<file path="src/rtl/program_loader.sv">
// program_loader: boot-time loader that sits in front of the 16-bit multicycle
// MIPS core. It holds the core in reset, receives a length-prefixed byte stream
// over a valid/ready handshake, packs big-endian 16-bit words into the core's
// unified memory through a dedicated write port, then releases the core.
//
// Optional build macro: PROGRAM_LOADER_CHECKSUM_EN
//   When defined, one extra byte follows the data. It must equal the XOR of all
//   data bytes, otherwise the load ends in ERROR with the core kept in reset.
//   When undefined, the last write goes straight to HOLD and no checksum
//   hardware exists.

module program_loader #(
  parameter int ADDR_W      = 5,
  parameter int WORD_W      = 16,
  parameter int HOLD_CYCLES = 4
) (
  input  logic              clk,
  input  logic              rst,
  input  logic              start,
  input  logic              in_valid,
  input  logic [7:0]        in_data,
  output logic              in_ready,
  output logic              mem_we,
  output logic [ADDR_W-1:0] mem_addr,
  output logic [WORD_W-1:0] mem_wdata,
  output logic              core_rst,
  output logic              busy,
  output logic              done,
  output logic              error
);

  // Memory depth as a 9-bit value so a length byte can be compared against it
  // even when the memory holds 256 words.
  localparam logic [8:0] DEPTH_V   = 9'(1 << ADDR_W);
  localparam logic [7:0] HOLD_INIT = 8'(HOLD_CYCLES - 1);

  typedef enum logic [3:0] {
    S_IDLE,
    S_LEN,
    S_HI,
    S_LO,
    S_WRITE,
`ifdef PROGRAM_LOADER_CHECKSUM_EN
    S_CSUM,
`endif
    S_HOLD,
    S_RUN,
    S_ERROR
  } state_t;

  state_t            state;
  state_t            next_state;

  logic [ADDR_W-1:0] counter;
  logic [ADDR_W-1:0] last_idx;
  logic [7:0]        hi_byte;
  logic [7:0]        hold_cnt;
  logic              take;
  logic              len_bad;
  logic              last_word;

`ifdef PROGRAM_LOADER_CHECKSUM_EN
  logic [7:0]        csum_acc;
`endif

  assign take      = in_valid && in_ready;
  assign len_bad   = (in_data == 8'd0) || ({1'b0, in_data} > DEPTH_V);
  assign last_word = (counter == last_idx);

  // State register; reset returns the loader to IDLE with the core held.
  always_ff @(posedge clk) begin
    if (!rst) begin
      state <= S_IDLE;
    end else begin
      state <= next_state;
    end
  end

  // Next-state decode plus all status/handshake outputs, which depend on state only.
  always_comb begin
    next_state = state;
    in_ready   = 1'b0;
    mem_we     = 1'b0;
    core_rst   = 1'b0;
    busy       = 1'b0;
    done       = 1'b0;
    error      = 1'b0;
    case (state)
      S_IDLE: begin
        if (start) next_state = S_LEN;
      end
      S_LEN: begin
        in_ready = 1'b1;
        busy     = 1'b1;
        if (in_valid) next_state = len_bad ? S_ERROR : S_HI;
      end
      S_HI: begin
        in_ready = 1'b1;
        busy     = 1'b1;
        if (in_valid) next_state = S_LO;
      end
      S_LO: begin
        in_ready = 1'b1;
        busy     = 1'b1;
        if (in_valid) next_state = S_WRITE;
      end
      S_WRITE: begin
        mem_we = 1'b1;
        busy   = 1'b1;
        if (last_word) begin
`ifdef PROGRAM_LOADER_CHECKSUM_EN
          next_state = S_CSUM;
`else
          next_state = S_HOLD;
`endif
        end else begin
          next_state = S_HI;
        end
      end
`ifdef PROGRAM_LOADER_CHECKSUM_EN
      S_CSUM: begin
        in_ready = 1'b1;
        busy     = 1'b1;
        if (in_valid) next_state = (in_data == csum_acc) ? S_HOLD : S_ERROR;
      end
`endif
      S_HOLD: begin
        busy = 1'b1;
        if (hold_cnt == 8'd0) next_state = S_RUN;
      end
      S_RUN: begin
        core_rst = 1'b1;
        done     = 1'b1;
        if (start) next_state = S_LEN;
      end
      S_ERROR: begin
        error = 1'b1;
        if (start) next_state = S_LEN;
      end
      default: begin
        next_state = S_IDLE;
      end
    endcase
  end

  // Word counter, length latch, byte assembly and the write-port registers.
  // The address/data are captured on the LO handshake so they are valid during
  // WRITE and then hold while the counter moves on to the next word.
  always_ff @(posedge clk) begin
    if (!rst) begin
      counter   <= '0;
      last_idx  <= '0;
      hi_byte   <= 8'd0;
      mem_addr  <= '0;
      mem_wdata <= '0;
      hold_cnt  <= HOLD_INIT;
    end else begin
      if (state == S_LEN && take && !len_bad) begin
        counter  <= '0;
        last_idx <= ADDR_W'(in_data - 8'd1);
      end
      if (state == S_WRITE && !last_word) begin
        counter <= counter + 1'b1;
      end
      if (state == S_HI && take) begin
        hi_byte <= in_data;
      end
      if (state == S_LO && take) begin
        mem_addr  <= counter;
        mem_wdata <= {hi_byte, in_data};
      end
      hold_cnt <= (state == S_HOLD) ? hold_cnt - 8'd1 : HOLD_INIT;
    end
  end

`ifdef PROGRAM_LOADER_CHECKSUM_EN
  // Running XOR of every data byte; cleared whenever a new load is started.
  always_ff @(posedge clk) begin
    if (!rst) begin
      csum_acc <= 8'd0;
    end else if (start && (state == S_IDLE || state == S_RUN || state == S_ERROR)) begin
      csum_acc <= 8'd0;
    end else if ((state == S_HI || state == S_LO) && take) begin
      csum_acc <= csum_acc ^ in_data;
    end
  end
`endif

endmodule

</file>
<file path="config.mk">
export PLATFORM = sky130hd
export DESIGN_NAME = program_loader
export DESIGN_NICKNAME = d
export VERILOG_FILES = /design/src/rtl/program_loader.sv
export SDC_FILE = /design/constraint.sdc
export NUM_CORES = 1
export LEC_CHECK = 0
export CORE_AREA = 2 2 68 70
export CTS_CLUSTER_SIZE = 16
export DETAILED_ROUTE_END_ITERATION = 10
export DIE_AREA = 0 0 70 72
export GPL_ROUTABILITY_DRIVEN = 0
export PLACE_DENSITY = 0.85
export SYNTH_ARGS = -nofsm -noshare
export SYNTH_HDL_FRONTEND = slang
export SYNTH_SLANG_ARGS = --single-unit
</file>
<file path="constraint.sdc">
create_clock -name clk -period 2.71 [get_ports clk]
set_input_delay 0.4065 -clock clk [delete_from_list [all_inputs] [get_ports clk]]
set_output_delay 0.4065 -clock clk [all_outputs]
set_load 0.05 [all_outputs]
</file>
==> metrics.txt <==
Synth top area share a little over two fifths; top_reg_cell synth dfxtp_1; CTS buffer count 5; Final Hold Fails 0; status complete, no violations; Post-route DRC 0; Worst Hold Class reg -> reg; Initial DRT Pass Iterations 4; core box area about 0.0043 mm²; Layout Utilization 67.0%; clk root buf clkbuf_8; Pleak 1.07 nW; share of post-route cells with drive strength above 1 6.98%; Seq/Total Area, Yosys 42.8%; asr flop ratio synth 0%; synthesized area 0.00234 mm²; power per cell area slightly above 700 mW/mm²; GRT Total Usage between 20 and 25%; later-pin clock latency in the skew report 0.31 ns; H-Tree Depth 2; Yosys reg bits 50; cell count after placement 345; Clock Path Buffers 2; width of the die approximately 70 µm; Fin Clk Skew around 0.0095 ns; critical path type reg -> out; Finished Layout Cells 353; total gr overflow 0; count leader, synth nand2_1; I/O pins 39; Area contributors post-synth dfxtp_1, nand2_1, a21boi_0; Syn Area/Cell between 8 and 9 µm²; VDD IR max around 0.4 mV; Synth-to-Final Area Change 22.0%; PnR worst setup slack 0.170 ns; Clock transition at path regs 0.09 ns; Final setup viols 0; setup_tns 0 ns; Max Cap Viol 0; initial antenna violation count 0; Period minus WS final ~2.5 ns; period utilisation layout a little over nine tenths; Critical Path RT 2.30 ns; initial core utilization between 50% and 60%; FILL cells 349; routed wire length per instance 13.9 µm; Post-synth top cells nand2_1, dfxtp_1, nor2_1; Yosys warning total 0; hpwl dp between 3000 and 4000 µm; Avg Vias per Cell 5.32; antenna-violating nets left 0; pin count of the biggest net entering global routing 23; fmax 394 MHz; Max FO, Critical Path 16; RSZ-0062 raised after global routing no; CP Capture Type output pin; nets 317; Worst slew margin 65.6%; initial DRC count 126; Die Ht 72 µm; dpl ws 0.374 ns; Ant. Diodes 0; detailed-route via count around 1900; count of flip-flops with a built-in enable after synthesis 0; port buffer count 38; worst slew pin tran 0.514 ns; Gate Count Post-Synth 265; post-synth net total 282; worst path arrival time roughly 2.1 ns; hold buffers post-CTS 0; Slew Viols, Final 0; post-CTS sizing 0; # Post-CTS Setup Buffers 0; Fin Hold WS 0.416 ns; first-pass GRT wire length 8220 µm; Synth cell types 46; CP startpoint kind flop; final wirelength just under 5000 µm; vias in the first global route 1853; # rows 24; Synth area leader dfxtp_1; clock tree sinks 50; die area 0.00504 mm²; CTS tree built
## power by group
group / switching (W) / internal [W] / leakage [nW] / total (W)
sequential: 0.0000849 / 0.000780 / 0.404 / 0.000865
clock: 0.000260 / 0.000370 / 0.0683 / 0.000630
combinational: 0.000348 / 0.000219 / 0.596 / 0.000566
## per-stage QoR
stage,area (µm²),total power (W)
after floorplan,2340,0.00133
after global placement,2720,0.00144
after detailed placement,2720,0.00145
after CTS,2860,0.00207
after global routing,2860,0.00215
final,2860,0.00206
## critical path, cell delays in order, from the launching register on
cell,delay [ns]
dfxtp_1,0.65
nand2_1,0.16
nor2_1,0.17
clkdlybuf4s50_1,0.84
## per-layer routing
layer	global-route usage, %	part of all wire (%)	vias up
met1	23.4	43	875
met3	5.42	4.5	9
met5	0	0	-
met4	8.55	1.6	0
li1	-	-	956
met2	36.6	51	38
## worst paths after layout
| check | from | endpoint | slack (ns) | cells past startpoint |
|---|---|---|---|---|
| worst max-delay path | state[2] | core_rst | 0.17 | 3 |
| worst min-delay path | hold_cnt[0] | hold_cnt[0] | 0.42 | 1 |
| worst max register to register | state[2] | mem_addr[4] | 0.94 | 6 |
| worst min register to register | hold_cnt[0] | hold_cnt[0] | 0.42 | 1 |
## cell type report
type / count / area, µm² / share of cell area, %
clock buffer: 5 / 68.8 / 2.41
clock inverter: 3 / 68.8 / 2.41
inverter: 7 / 26.3 / 0.920
multi-input combinational: 194 / 1210 / 42.6
sequential: 50 / 1000 / 35.1
tap: 52 / 65.1 / 2.28
timing repair buffer: 42 / 410 / 14.4
## cell usage in the layout (no fill, tap or decap), types with 2 or more instances in the layout
master	Yosys	final
nor2_1	18	18
dfxtp_1	50	50
xnor2_1	7	7
inv_1	7	7
xor2_1	8	8
nor3_1	5	5
a21oi_1	2	2
nand2_1	62	62
a31oi_1	4	4
clkbuf_8	3	5
bufinv_16	0	2
a211oi_1	2	2
o21ai_0	3	3
buf_4	1	4
nor2b_1	12	12
a21boi_0	15	15
a21boi_1	6	6
ha_1	5	5
clkdlybuf4s50_1	0	38
mux2i_1	8	8
o21ai_1	4	4
nand3_1	6	6
o211a_1	5	5
## state kept, by name (all words and copies together), names as in the netlist
signal / flops
state: 3
counter: 5
last_idx: 5
mem_wdata: 16
mem_addr: 5
hi_byte: 8
hold_cnt: 8
## logic make-up (layout without fill, tap and decap cells)
kind of cell	count (synthesis)	after routing	synth area share [%]
buffers and inverters	21	57	5.29
xor gates and xnor gates	16	16	6.31
adders and majority gates	5	5	2.67
muxes	8	8	3.42
DFF	50	50	42.8
AOI/OAI and AO/OA	50	50	16.1
and+or+nand+nor	115	115	23.4
Note: power is estimated with default switching activity, not from simulation.
